$ cat src/rtl/pipelined_control_unit_if.sv
// rtl/pipelined_control_unit_if.sv - decode-stage handshake and ID/EX control bundle
interface pipelined_control_unit_if #(
  parameter int OPCODE_W = 6
);
  logic [OPCODE_W-1:0] opcode;
  logic                instr_valid;
  logic                stall;
  logic                flush_in;
  logic [6:0]          EX_signals;
  logic [3:0]          MEM_signals;
  logic [2:0]          WB_signals;
  logic                ctrl_valid;
  logic                imm_fetch;
  logic                imm_capture;
  logic                illegal_op;

  modport master (
    output opcode, instr_valid, stall, flush_in,
    input  EX_signals, MEM_signals, WB_signals, ctrl_valid, imm_fetch, imm_capture, illegal_op
  );

  modport slave (
    input  opcode, instr_valid, stall, flush_in,
    output EX_signals, MEM_signals, WB_signals, ctrl_valid, imm_fetch, imm_capture, illegal_op
  );
endinterface

$ cat src/rtl/pipelined_control_unit.sv
// rtl/pipelined_control_unit.sv - registered decode control unit with LDM sequencing FSM
// Optional illegal-opcode trap state enabled by defining ILLEGAL_TRAP_EN.
module pipelined_control_unit #(
  parameter int         OPCODE_W = 6,
  parameter logic [5:0] OP_NOP   = 6'b000001,
  parameter logic [5:0] OP_NOT   = 6'b000100,
  parameter logic [5:0] OP_ADD   = 6'b001011,
  parameter logic [5:0] OP_STD   = 6'b000010,
  parameter logic [5:0] OP_LDM   = 6'b111111
) (
  input  logic                    clk,
  input  logic                    rst_n,
  pipelined_control_unit_if.slave bus
);

  localparam logic [OPCODE_W-1:0] NOP_W = OPCODE_W'(OP_NOP);
  localparam logic [OPCODE_W-1:0] NOT_W = OPCODE_W'(OP_NOT);
  localparam logic [OPCODE_W-1:0] ADD_W = OPCODE_W'(OP_ADD);
  localparam logic [OPCODE_W-1:0] STD_W = OPCODE_W'(OP_STD);
  localparam logic [OPCODE_W-1:0] LDM_W = OPCODE_W'(OP_LDM);

  // Control row layout: {EX[6:0], MEM[3:0], WB[2:0]}
  localparam logic [13:0] ROW_NOT = {7'b0001101, 4'b0000, 3'b101};
  localparam logic [13:0] ROW_ADD = {7'b0010101, 4'b0000, 3'b101};
  localparam logic [13:0] ROW_STD = {7'b0000000, 4'b0110, 3'b000};
  localparam logic [13:0] ROW_LDM = {7'b0000000, 4'b1000, 3'b110};

  typedef enum logic [1:0] {
    S_DECODE   = 2'd0,
    S_IMM_WAIT = 2'd1
`ifdef ILLEGAL_TRAP_EN
    , S_TRAP   = 2'd2
`endif
  } state_t;

  state_t      state_q, state_d;
  logic [13:0] row_q, row_d;
  logic [13:0] pend_q, pend_d;
  logic        valid_q, valid_d;
  logic        cap_q, cap_d;
`ifdef ILLEGAL_TRAP_EN
  logic        illegal_q, illegal_d;
`endif

  // Returns {known, row} for single-word opcodes; LDM is sequenced separately.
  function automatic logic [14:0] decode_row(input logic [OPCODE_W-1:0] op);
    logic [14:0] r;
    r = 15'd0;
    case (op)
      NOP_W:   r = {1'b1, 14'd0};
      NOT_W:   r = {1'b1, ROW_NOT};
      ADD_W:   r = {1'b1, ROW_ADD};
      STD_W:   r = {1'b1, ROW_STD};
      default: r = 15'd0;
    endcase
    return r;
  endfunction

  logic [14:0] dec;

  always_comb begin
    dec       = decode_row(bus.opcode);
    state_d   = state_q;
    row_d     = row_q;
    pend_d    = pend_q;
    valid_d   = valid_q;
    cap_d     = cap_q;
`ifdef ILLEGAL_TRAP_EN
    illegal_d = illegal_q;
`endif
    if (bus.flush_in) begin
      state_d   = S_DECODE;
      row_d     = 14'd0;
      pend_d    = 14'd0;
      valid_d   = 1'b0;
      cap_d     = 1'b0;
`ifdef ILLEGAL_TRAP_EN
      illegal_d = 1'b0;
`endif
    end else if (!bus.stall) begin
      row_d     = 14'd0;
      valid_d   = 1'b0;
      cap_d     = 1'b0;
`ifdef ILLEGAL_TRAP_EN
      illegal_d = 1'b0;
`endif
      case (state_q)
        S_DECODE: begin
          if (bus.instr_valid) begin
            if (bus.opcode == LDM_W) begin
              pend_d  = ROW_LDM;
              state_d = S_IMM_WAIT;
            end else if (dec[14]) begin
              row_d   = dec[13:0];
              valid_d = 1'b1;
            end else begin
`ifdef ILLEGAL_TRAP_EN
              illegal_d = 1'b1;
              state_d   = S_TRAP;
`else
              valid_d   = 1'b1;
`endif
            end
          end
        end
        S_IMM_WAIT: begin
          // Word in decode is the immediate; it is never decoded as an opcode.
          if (bus.instr_valid) begin
            row_d   = pend_q;
            valid_d = 1'b1;
            cap_d   = 1'b1;
            pend_d  = 14'd0;
            state_d = S_DECODE;
          end
        end
`ifdef ILLEGAL_TRAP_EN
        S_TRAP: illegal_d = 1'b1;
`endif
        default: state_d = S_DECODE;
      endcase
    end
  end

  always_ff @(posedge clk) begin
    if (!rst_n) begin
      state_q   <= S_DECODE;
      row_q     <= 14'd0;
      pend_q    <= 14'd0;
      valid_q   <= 1'b0;
      cap_q     <= 1'b0;
`ifdef ILLEGAL_TRAP_EN
      illegal_q <= 1'b0;
`endif
    end else begin
      state_q   <= state_d;
      row_q     <= row_d;
      pend_q    <= pend_d;
      valid_q   <= valid_d;
      cap_q     <= cap_d;
`ifdef ILLEGAL_TRAP_EN
      illegal_q <= illegal_d;
`endif
    end
  end

  assign bus.EX_signals  = row_q[13:7];
  assign bus.MEM_signals = row_q[6:3];
  assign bus.WB_signals  = row_q[2:0];
  assign bus.ctrl_valid  = valid_q;
  assign bus.imm_capture = cap_q;
  assign bus.imm_fetch   = (state_q == S_DECODE) && bus.instr_valid && (bus.opcode == LDM_W);
`ifdef ILLEGAL_TRAP_EN
  assign bus.illegal_op  = illegal_q;
`else
  assign bus.illegal_op  = 1'b0;
`endif

endmodule
$ cat src/flat_wrapper.sv
// flat-port wrapper written by rule: the top's interface ports become plain ports
module pipelined_control_unit_flat 
#(
  parameter int         OPCODE_W = 6,
  parameter logic [5:0] OP_NOP   = 6'b000001,
  parameter logic [5:0] OP_NOT   = 6'b000100,
  parameter logic [5:0] OP_ADD   = 6'b001011,
  parameter logic [5:0] OP_STD   = 6'b000010,
  parameter logic [5:0] OP_LDM   = 6'b111111
)
  (clk, rst_n, bus_opcode, bus_instr_valid, bus_stall, bus_flush_in, bus_EX_signals, bus_MEM_signals, bus_WB_signals, bus_ctrl_valid, bus_imm_fetch, bus_imm_capture, bus_illegal_op);
  pipelined_control_unit_if #(.OPCODE_W(OPCODE_W)) bus_i ();
  input  logic clk;
  input  logic rst_n;
  input wire logic [$bits(bus_i.opcode)-1:0] bus_opcode;
  input wire logic [$bits(bus_i.instr_valid)-1:0] bus_instr_valid;
  input wire logic [$bits(bus_i.stall)-1:0] bus_stall;
  input wire logic [$bits(bus_i.flush_in)-1:0] bus_flush_in;
  output wire logic [$bits(bus_i.EX_signals)-1:0] bus_EX_signals;
  output wire logic [$bits(bus_i.MEM_signals)-1:0] bus_MEM_signals;
  output wire logic [$bits(bus_i.WB_signals)-1:0] bus_WB_signals;
  output wire logic [$bits(bus_i.ctrl_valid)-1:0] bus_ctrl_valid;
  output wire logic [$bits(bus_i.imm_fetch)-1:0] bus_imm_fetch;
  output wire logic [$bits(bus_i.imm_capture)-1:0] bus_imm_capture;
  output wire logic [$bits(bus_i.illegal_op)-1:0] bus_illegal_op;
  assign bus_i.opcode = bus_opcode;
  assign bus_i.instr_valid = bus_instr_valid;
  assign bus_i.stall = bus_stall;
  assign bus_i.flush_in = bus_flush_in;
  assign bus_EX_signals = bus_i.EX_signals;
  assign bus_MEM_signals = bus_i.MEM_signals;
  assign bus_WB_signals = bus_i.WB_signals;
  assign bus_ctrl_valid = bus_i.ctrl_valid;
  assign bus_imm_fetch = bus_i.imm_fetch;
  assign bus_imm_capture = bus_i.imm_capture;
  assign bus_illegal_op = bus_i.illegal_op;
  pipelined_control_unit #(.OPCODE_W(OPCODE_W), .OP_NOP(OP_NOP), .OP_NOT(OP_NOT), .OP_ADD(OP_ADD), .OP_STD(OP_STD), .OP_LDM(OP_LDM)) u_core (.clk(clk), .rst_n(rst_n), .bus(bus_i));
endmodule
$ cat config.mk
export PLATFORM = sky130hd
export DESIGN_NAME = pipelined_control_unit_flat
export DESIGN_NICKNAME = d
export VERILOG_FILES = /design/src/rtl/pipelined_control_unit_if.sv /design/src/rtl/pipelined_control_unit.sv /design/src/flat_wrapper.sv
export SDC_FILE = /design/constraint.sdc
export NUM_CORES = 1
export LEC_CHECK = 0
export CAP_MARGIN = 40
export CORE_AREA = 3 3 40 42
export CTS_CLUSTER_SIZE = 14
export DETAILED_ROUTE_END_ITERATION = 16
export DIE_AREA = 0 0 43 45
export PLACE_DENSITY = 0.76
export SLEW_MARGIN = 25
export SYNTH_ARGS = -nofsm -noshare
export SYNTH_HDL_FRONTEND = slang
export SYNTH_SLANG_ARGS = --single-unit
$ cat constraint.sdc
create_clock -name clk -period 3.24 [get_ports clk]
set_input_delay 0.648 -clock clk [delete_from_list [all_inputs] [get_ports clk]]
set_output_delay 0.648 -clock clk [all_outputs]
set_load 0.02 [all_outputs]
-- Word level (Yosys, flattened, before mapping)
Index checks and enable logic that the tools add are counted.
- register bits after elaboration: 32
- output and inout port bits: 18
- bitwise operators: 2
- multiplexer cells: 19
- equality and inequality tests: 9
- reduce and logical (&&, ||, !) cells: 7
- operators with widths (operator ; count):
    $mux 14 ; 7
    $pmux 15 s4 ; 1
    $pmux 14 s2 ; 2
    $eq 6x1->1 const B ; 1
    $eq 6x2->1 const B ; 1
    $eq 6x3->1 const B ; 1
    $eq 6x4->1 const B ; 1
    $eq 6x6->1 const B ; 1
    $mux 2 ; 3
    $reduce_and 5->1 ; 1
    $mux 1 ; 4
    $ne 2x2->1 const B ; 2
    $pmux 2 s2 ; 1
    $reduce_and 4->1 ; 1
    $eq 2x1->1 const B ; 1
    $logic_and 1x1->1 ; 2
    $logic_not 2->1 ; 1
    $ne 2x1->1 const B ; 1
    $not 1->1 ; 2
    $pmux 1 s2 ; 1
    $reduce_bool 2->1 ; 1
    $reduce_or 2->1 ; 1

-- Logic depth before layout (Yosys ltp)
- word-level depth: 6
- mapped depth: 4
- gate-level depth less buffers: 3

-- Worst setup path after synthesis
Ideal clock, no wire load.
- path kind: input port to output port
- start: input port bus_opcode[3]
- end: output port bus_imm_fetch
- buffers on the path: 0
- required time: 2.592 ns
- stages: 3
- arrival: 1.143 ns
- setup slack: 1.449 ns
- cells stage by stage: nand3_1 nor2_1 and2_1
- cells in the longest elaborated chain, start to end: 2
- RTL lines (element ; RTL line ; source):
    from (decl) ; flat_wrapper.sv:15 ; input wire logic [$bits(bus_i.opcode)-1:0] bus_opcode;
    $eq 6x6->1 ; pipelined_control_unit.sv:151 ; assign bus.imm_fetch = (state_q == S_DECODE) && bus.instr_valid && (bus.opcode == LDM_W);
    $logic_and 1x1->1 ; pipelined_control_unit.sv:151 ;
    to (decl) ; flat_wrapper.sv:23 ; output wire logic [$bits(bus_i.imm_fetch)-1:0] bus_imm_fetch;
No other way between the ends.

-- Worst setup path after layout
- start: input port bus_opcode[1]
- end: output port bus_imm_fetch
The elaborated chain is that of the path after synthesis.

==> load_flow_metrics.sql <==
INSERT INTO impl_metrics (metric_group, metric, value, unit) VALUES
('worst_setup_path', 'cell_type_with_the_highest_occurrence_count_on_the_critical_path', 'sky130_fd_sc_hd__clkdlybuf4s50_1', ''),
('floorplanning', 'placement_rows', '13', ''),
('placed_design', 'place.port_buffers', '23', ''),
('hold_path', 'whs_endpoint', 'u_core.bus.ctrl_valid', ''),
('worst_setup_path', 'worst-r2r-cell-count', '3', ''),
('power_and_ir_drop', 'leakage_component_of_the_power', '0.226', 'nW'),
('yosys', 'yosys_register_bits', '8', ''),
('power_and_ir_drop', 'ir_drop', '0.0949', 'mV'),
('worst_setup_path', 'cp_top_family', 'buffers and inverters', ''),
('timing', 'setup-tns-final', '0', 'ps'),
('timing', 'timing_max_transition_violations_final', '0', ''),
('placed_design', 'detailedPlace.worstSlack', '376', 'ps'),
('yosys', 'yosys.area.top_type_share', '35.1', '%'),
('detailed_routing', 'drt_drc_violations_left', '0', ''),
('floorplanning', 'design.portCount', '29', ''),
('worst_setup_path', 'critical_path.endpoint_type', 'output port', ''),
('final_layout', 'stdcell_count', '86', ''),
('worst_setup_path', 'crit_chain', 'clkdlybuf4s50_1, nand3_1, nor2_1, and2_1, clkdlybuf4s50_1', ''),
('yosys', 'synth.yosys.seq_area_share', '35.1', '%'),
('yosys', 'syn-cell-area', '457', 'µm²'),
('global_routing', 'antenna_found_initial', '0', ''),
('clock_network', 'cts-buffers-inserted', '3', ''),
('yosys', 'post_synth.cell_area_avg', '8.78', 'µm²'),
('worst_setup_path', 'worstPathMaxFanout', '4', ''),
('floorplanning', 'dieWidth', '43', 'µm'),
('detailed_routing', 'wirelength', '1.02', 'mm'),
('placed_design', 'dp_cells', '83', ''),
('hold_path', 'hold_class', 'flop to flop', ''),
('timing', 'final-hold-violation-count', '0', ''),
('worst_setup_path', 'regToRegEndpoint', 'u_core.row_q[11]', ''),
('detailed_routing', 'detailroute.via_count', '422', ''),
('detailed_routing', 'drt_pre_antenna_iters', '4', ''),
('final_layout', 'layout.filler_cells', '138', ''),
('power_and_ir_drop', 'total_power', '211', 'µW'),
('hold_path', 'hold_path_startpoint', 'u_core.bus.ctrl_valid', ''),
('clock_network', 'worst_setup_hold_path_clk_slew', '50', 'ps'),
('floorplanning', 'effective_utilization_at_floorplan', '35.5', '%'),
('global_routing', 'all_layer_global_routing_usage', '11.3', '%'),
('global_routing', 'grt_start_max_net_pins', '10', ''),
('flow_run', 'maxCapViolations', '0', ''),
('clock_network', 'cts.repair.resized', '0', ''),
('worst_setup_path', 'worst_path_max_delay_cell', 'sky130_fd_sc_hd__clkdlybuf4s50_1', ''),
('yosys', 'synth_largest_area_cell', 'sky130_fd_sc_hd__dfxtp_1', ''),
('final_layout', 'multiInputGateArea', '231', 'µm²'),
('worst_setup_path', 'ff2ff_setup_slack', '2180', 'ps'),
('clock_network', 'hold_buffers', '0', ''),
('worst_setup_path', 'critical_path.reg2reg.startpoint', 'u_core.pend_q[2]', ''),
('placed_design', 'hpwl', '803', 'µm'),
('power_and_ir_drop', 'power.density', '318', 'nW/µm²'),
('timing', 'layout_min_cycle_time', '2860', 'ps'),
('global_routing', 'first_global_vias', '391', ''),
('clock_network', 'htree_levels', '1', ''),
('placed_design', 'place_congestion', '0.728', ''),
('detailed_routing', 'antenna_violating_nets_post_route', '0', ''),
('final_layout', 'layout-area-overhead-vs-synth', '45.2', '%'),
('global_routing', 'wire_length_of_the_first_global_routing_pass', '1.65', 'mm'),
('clock_network', 'cts_tree', 'built', ''),
('yosys', 'synth.yosys.warnings', '0', ''),
('floorplanning', 'fp.coreArea', '1280', 'µm²'),
('worst_setup_path', 'critPathMaxStageDelay', '590', 'ps'),
('worst_setup_path', 'setup.worst_path.start_class', 'input pin', ''),
('worst_setup_path', 'worst_ep_required_time', '2590', 'ps'),
('yosys', 'synth_area_leaders', 'sky130_fd_sc_hd__dfxtp_1 (35%), sky130_fd_sc_hd__buf_4 (16%), sky130_fd_sc_hd__nand3_1 (6.6%)', ''),
('timing', 'finClkSkew', '5.24', 'ps'),
('worst_setup_path', 'critical_path_buf_inv_count', '2', ''),
('worst_setup_path', 'cp_data_arrival_time', '2210', 'ps'),
('clock_network', 'clock_tree.root_cell', 'sky130_fd_sc_hd__clkbuf_4', ''),
('timing', 'rsz0062_at_grt', 'false', ''),
('clock_network', 'clk-insertion-delay-late', '260', 'ps'),
('hold_path', 'hold-path-cell-count', '2', ''),
('status', 'outcome', 'completed', '');
[final cells by class]
cell class / count / share of cell area (%)
Multi-Input combinational cell: 37 / 34.9
Timing Repair Buffer: 23 / 34.7
Sequential cell: 8 / 24.2
Clock buffer: 3 / 3.40
Tap cell: 15 / 2.83
[synth_stat cells]
cell type and n:
sky130_fd_sc_hd__dfxtp_1 8, sky130_fd_sc_hd__a21oi_1 1, sky130_fd_sc_hd__buf_4 10, sky130_fd_sc_hd__o31ai_1 1, sky130_fd_sc_hd__o21ai_0 3, sky130_fd_sc_hd__nand2b_1 1
sky130_fd_sc_hd__and4bb_2 1, sky130_fd_sc_hd__a22o_1 1, sky130_fd_sc_hd__o21a_4 1, sky130_fd_sc_hd__nor2_1 4, sky130_fd_sc_hd__buf_2 1, sky130_fd_sc_hd__or4b_4 1
sky130_fd_sc_hd__nand2_1 2, sky130_fd_sc_hd__nand4b_1 1, sky130_fd_sc_hd__nor2b_1 2, sky130_fd_sc_hd__nand3b_1 1, sky130_fd_sc_hd__and2_1 1, sky130_fd_sc_hd__o21ai_2 1
sky130_fd_sc_hd__nand3_1 6, sky130_fd_sc_hd__a22oi_1 2, sky130_fd_sc_hd__conb_1 1, sky130_fd_sc_hd__nor3_1 1, sky130_fd_sc_hd__o22ai_2 1
[kinds of logic (layout without fill, tap and decap cells)]
logic type	after synthesis	after routing	synth area share, %
buf+inv	11	26	17.5
flops	8	8	35.1
compound gates	11	11	19.2
other cells	1	5	0.821
simple gates	21	21	27.4
[worst max-delay path by stage]
stage,endpoint,slack (ps),cells past startpoint
2_1_floorplan,bus_imm_fetch,1450,3
3_3_place_gp,bus_imm_fetch,390,5
3_5_place_dp,bus_imm_fetch,380,5
4_1_cts,bus_imm_fetch,370,5
5_1_grt,bus_imm_fetch,300,5
6_report,bus_imm_fetch,380,5
[cell usage in the layout, fill, tap and decap left out, drive strengths merged]
cell type and n:
clkdlybuf4s50 23, dfxtp 8, nand3 6, conb 5, nor2 4, o21ai 4, clkbuf 3, nor2b 2
a22oi 2, nand2 2, nand4b 1, and2 1, nand2b 1, and4bb 1, a22o 1, nor3 1
nand3b 1, o31ai 1, a21oi 1, or4b 1, o21a 1, o22ai 1
[per-layer routing]
layer | vias up | share of wire [%] | global-route usage [%] | wire length, µm
li1 | 211 | - | - | -
met1 | 191 | 43 | 13.0 | 436
met2 | 20 | 48 | 19.2 | 491
met3 | 0 | 8.9 | 2.39 | 91
met4 | 0 | 0 | 7.23 | 0
met5 | - | 0 | 0 | 0
[report_power, final]
group	internal [mW]	switching, mW	leakage, nW
Clock	0.0425	0.0354	0.0138
Combinational	0.0165	0.0177	0.148
Sequential	0.0989	0.000253	0.0645
Total	0.158	0.0533	0.226
[through the flow]
stage	hold WS, ps	util, %	instance area (µm²)
floorplan	512	-	472
global placement	450	49.9	641
detailed placement	463	49.9	641
CTS	471	51.6	663
global route	503	51.6	663
finish	469	51.6	663
[sequential cells by signal (all words and copies together), names as in the netlist]
signal	count
u_core.pend_q	1
u_core.bus.ctrl_valid	1
u_core.row_q	6
[worst register-to-register path: cells and delay by family (launching register included)]
kind,cells,cell delay [ps]
simple gates,2,440
compound gates,1,200
flops,1,350
Power figures use the tool's default switching activity.
==> edit 1, RTL diff (same settings) <==
`OPCODE_W` is set to 6 in 3 places; all go to 4.
--- a/src/rtl/pipelined_control_unit_if.sv
+++ b/src/rtl/pipelined_control_unit_if.sv
@@ -1,6 +1,6 @@
 // rtl/pipelined_control_unit_if.sv - decode-stage handshake and ID/EX control bundle
 interface pipelined_control_unit_if #(
-  parameter int OPCODE_W = 6
+  parameter int OPCODE_W = 4
 );
   logic [OPCODE_W-1:0] opcode;
   logic                instr_valid;
--- a/src/rtl/pipelined_control_unit.sv
+++ b/src/rtl/pipelined_control_unit.sv
@@ -1,7 +1,7 @@
 // rtl/pipelined_control_unit.sv - registered decode control unit with LDM sequencing FSM
 // Optional illegal-opcode trap state enabled by defining ILLEGAL_TRAP_EN.
 module pipelined_control_unit #(
-  parameter int         OPCODE_W = 6,
+  parameter int         OPCODE_W = 4,
   parameter logic [5:0] OP_NOP   = 6'b000001,
   parameter logic [5:0] OP_NOT   = 6'b000100,
   parameter logic [5:0] OP_ADD   = 6'b001011,
--- a/src/flat_wrapper.sv
+++ b/src/flat_wrapper.sv
@@ -1,7 +1,7 @@
 // flat-port wrapper written by rule: the top's interface ports become plain ports
 module pipelined_control_unit_flat 
 #(
-  parameter int         OPCODE_W = 6,
+  parameter int         OPCODE_W = 4,
   parameter logic [5:0] OP_NOP   = 6'b000001,
   parameter logic [5:0] OP_NOT   = 6'b000100,
   parameter logic [5:0] OP_ADD   = 6'b001011,
Ports: changed (resized bus_opcode); port bits go from 29 to 27. No check against the original RTL was run, so the function may have changed too.
==> edit 1 against the original RTL <==
Clock skew fell by 0.0048 ns. Wire length fell by 6.0%. Via count fell by 4.5%. Combinational power rose by 3%. Cell count fell by 3.5%. Count of clock-buffer cells in the layout did not move. Cell area fell by 1.1%. Synthesized area rose by 6.8%. Synthesized cell count rose by 1.9%. Total power fell by 1.1%. Core utilization fell by 0.58 points. Sequential cell count did not move. Worst setup slack got worse by 0.070 ns. Critical path type unchanged. Largest cell class unchanged. Largest power group unchanged.
==> edit 1: results <==
metrics = {
    "power_and_ir_drop": {
        "cellLeakagePower_nw": 0.234,
        "ir_worst_vdd_uv": 159,
    },
    "synth": {
        "yosysUniqueCellTypes": 24,
        "synth_commonest_cells": "buf_4 (10), dfxtp_1 (8), a21oi_1 (4), nand2_1 (4), nor2_1 (4)",
        "ys_seq_area_share_pct": 32.8,
        "synth_area_leaders": "dfxtp_1 (33%), buf_4 (15%), nor4b_4 (9.7%), nor3b_1 (4.6%), a21oi_1 (4.1%)",
        "syn_avg_cell_area_um2": 9.21,
    },
    "placed_design": {
        "dpl-instance-area_um2": 633,
        "port_buffers": 21,
        "dp_slack_ns": 0.299,
        "dpl.cell_count": 80,
        "routabilityCongestion": 0.700,
    },
    "routing": {
        "viasPerCell": 4.86,
        "wl_per_cell_um": 11.6,
        "drtIter0Drc": 0,
        "first_pass_iters": 1,
    },
    "sta": {
        "finClkSkew_ns": 0.000441,
    },
    "worst_setup_path": {
        "worstReg2RegEnd": "u_core.row_q[9]",
        "r2r_setup_slack_ns": 2.23,
        "max_stage_delay_ns": 0.64,
        "cp_data_arrival_time_ns": 2.28,
        "crit_path_max_fanout": 5,
    },
    "global_routing": {
        "gr-usage-all-layers_pct": 11.0,
        "grt_pass1_wl_um": 1500,
        "first_global_vias": 360,
    },
    "layout": {
        "n_fill_cell": 148,
        "finalNetCount": 79,
        "instances_no_fill": 83,
    },
    "run_status": {
        "status": "complete, no violations",
    },
}
-- edit 1: cell families after synthesis --
kind of cell	share of synthesized area, %
DFF	32.8
and+or+nand+nor	31.5
buffers and inverters	20.3
AOI/OAI and AO/OA	14.6
other	0.768
-- edit 1: worst max-delay path by stage --
stage / start / slack (ns) / endpoint
after floorplan: bus_opcode[2] / 1.27 / bus_imm_fetch
after global placement: bus_opcode[0] / 0.37 / bus_imm_fetch
after detailed placement: bus_opcode[1] / 0.30 / bus_imm_fetch
after CTS: bus_opcode[1] / 0.28 / bus_imm_fetch
after global routing: bus_opcode[1] / 0.21 / bus_imm_fetch
final: bus_opcode[3] / 0.31 / bus_imm_fetch
-- edit 1: area by class of cell --
| class | count | area (um^2) | share of cell area [%] |
|---|---|---|---|
| Clock buffer | 3 | 22.5 | 3.44 |
| Timing Repair Buffer | 21 | 210 | 32.1 |
| Tap cell | 15 | 18.8 | 2.86 |
| Sequential cell | 8 | 160 | 24.4 |
| Multi-Input combinational cell | 36 | 244 | 37.2 |
-- edit 1: critical path, delay by kind of cell --
kind | cells | cell delay, ns
and+or+nand+nor | 2 | 0.42
buffers and inverters | 2 | 1.22
-- edit 1: where the power goes --
part / internal (mW) / leakage, nW / switching [mW] / total (mW)
clock network: 0.0422 / 0.0138 / 0.0316 / 0.0739
registers: 0.0993 / 0.0645 / 0.000581 / 0.0999
logic: 0.0166 / 0.156 / 0.0185 / 0.0351
total: 0.158 / 0.234 / 0.0507 / 0.209
-- edit 1: layer usage --
| layer | vias up | global-route usage, % | part of all wire (%) |
|---|---|---|---|
| met4 | 0 | 7.23 | 0 |
| met5 | - | 0 | 0 |
| li1 | 201 | - | - |
| met3 | 0 | 4.78 | 12 |
| met1 | 179 | 11.4 | 41 |
| met2 | 23 | 18.3 | 47 |
==> edit 2, RTL diff (same flow settings) <==
Made on the original files. Make the reset (`rst_n`) asynchronous in one clocked block.
--- a/src/rtl/pipelined_control_unit.sv
+++ b/src/rtl/pipelined_control_unit.sv
@@ -121,7 +121,7 @@
     end
   end
 
-  always_ff @(posedge clk) begin
+  always_ff @(posedge clk or negedge rst_n) begin
     if (!rst_n) begin
       state_q   <= S_DECODE;
       row_q     <= 14'd0;
Behaviour: differs if rst_n is asserted again (counterexample within 4 cycles, from zero or initial values and one cycle with rst_n low); with rst_n held inactive, the same outputs for 10 cycles.
==> edit 2 against the original RTL <==
First-iteration DRC count grew 22%. Clock power shrank 5.4%. Cell area grew 3.6%. Core utilization grew 1.9 points. Total power shrank 0.29%. Clock skew shrank 0.0032 ns. Sequential cell count is the same. Critical path depth is the same. Wire length shrank 6.1%. Synthesized cell count shrank 9.6%. Worst setup slack gained 0.0014 ns. Synthesized area grew 5.2%.
==> edit 2: results <==
metrics = {
    "sta": {
        "finalCriticalPeriod_ns": 2.86,
        "finClkSkew_ns": 0.00204,
    },
    "synth": {
        "syn_avg_cell_area_um2": 10.2,
        "yosysUniqueCellTypes": 23,
        "synth_commonest_cells": "buf_4 (10), dfrtp_1 (8), a22o_1 (4), nor2_1 (4)",
        "ys.flop_type": "dfrtp_1",
        "synth_area_leaders": "dfrtp_1 (42%), buf_4 (16%), a22o_1 (7.3%), nor4b_1 (3.6%), nor3_4 (3.4%)",
        "async_flop_share_pct": 100,
    },
    "min_path": {
        "holdPathStages": 1,
        "hold_end": "u_core.row_q[11]",
        "hp-start": "u_core.row_q[11]",
    },
    "routing": {
        "wl_met1_um": 420,
        "vias": 402,
        "top_layer_used": "met4",
        "drtIter0Drc": 11,
        "dr_wl_met3_um": 80,
        "wl_per_cell_um": 11.8,
    },
    "power_and_ir_drop": {
        "sequentialPowerShare_pct": 48.2,
        "p_clk_uw": 73.7,
        "power_density_nw_per_um2": 307,
        "cellLeakagePower_nw": 0.281,
        "ir_worst_vdd_uv": 135,
    },
    "layout": {
        "n_fill_cell": 126,
        "drive_above_1_share_pct": 9.09,
        "finalNetCount": 79,
    },
    "global_routing": {
        "met1_usage_pct": 13.4,
        "globalRouteMet2Util_pct": 16.2,
        "first_global_vias": 367,
        "gr-usage-all-layers_pct": 10.8,
        "grt_max_degree": 9,
        "grt_pass1_wl_um": 1520,
        "grt.met3_usage_pct": 3.59,
    },
    "placed_design": {
        "routabilityCongestion": 0.820,
        "dpl-instance-area_um2": 664,
        "dp_slack_ns": 0.397,
        "dpl.cell_count": 78,
        "dpl.hpwl_um": 782,
    },
    "worst_setup_path": {
        "crit_path_max_fanout": 5,
        "r2r_setup_slack_ns": 2.20,
        "rr_startpoint": "u_core.pend_q[2]",
        "critPathLaunch": "bus_opcode[2]",
        "worstReg2RegEnd": "u_core.bus.ctrl_valid",
    },
    "cts": {
        "h-tree-depth": 1,
    },
    "run_status": {
        "status": "complete, no violations",
    },
}
-- edit 2: cell types whose count changed after synthesis, moves of 2 or more --
cell     unedited run  this run
nor4b_1             0         2
nand3_1             6         1
dfrtp_1             0         8
dfxtp_1             8         0
a22o_1              1         4
o21ai_0             3         1
-- edit 2: area by class of cell --
type | instances | area [um^2] | share of cell area [%]
sequential | 8 | 200 | 29.1
clock buffer | 3 | 22.5 | 3.28
tap | 15 | 18.8 | 2.73
timing repair buffer | 23 | 230 | 33.5
multi-input combinational | 31 | 211 | 30.8
inverter | 1 | 3.75 | 0.546
-- edit 2: kinds of logic (layout without fill, tap and decap cells) --
family / Yosys count / in the layout / synth area share (%)
AND/OR/NAND/NOR: 15 / 15 / 22.4
other: 1 / 5 / 0.781
buffers and inverters: 12 / 27 / 17.4
flip-flops: 8 / 8 / 41.7
AO/OA/AOI/OAI: 11 / 11 / 17.7
-- edit 2: critical path, delay by kind of cell --
kind	cells	cell delay, ns
and+or+nand+nor	3	0.41
buffers and inverters	2	1.15
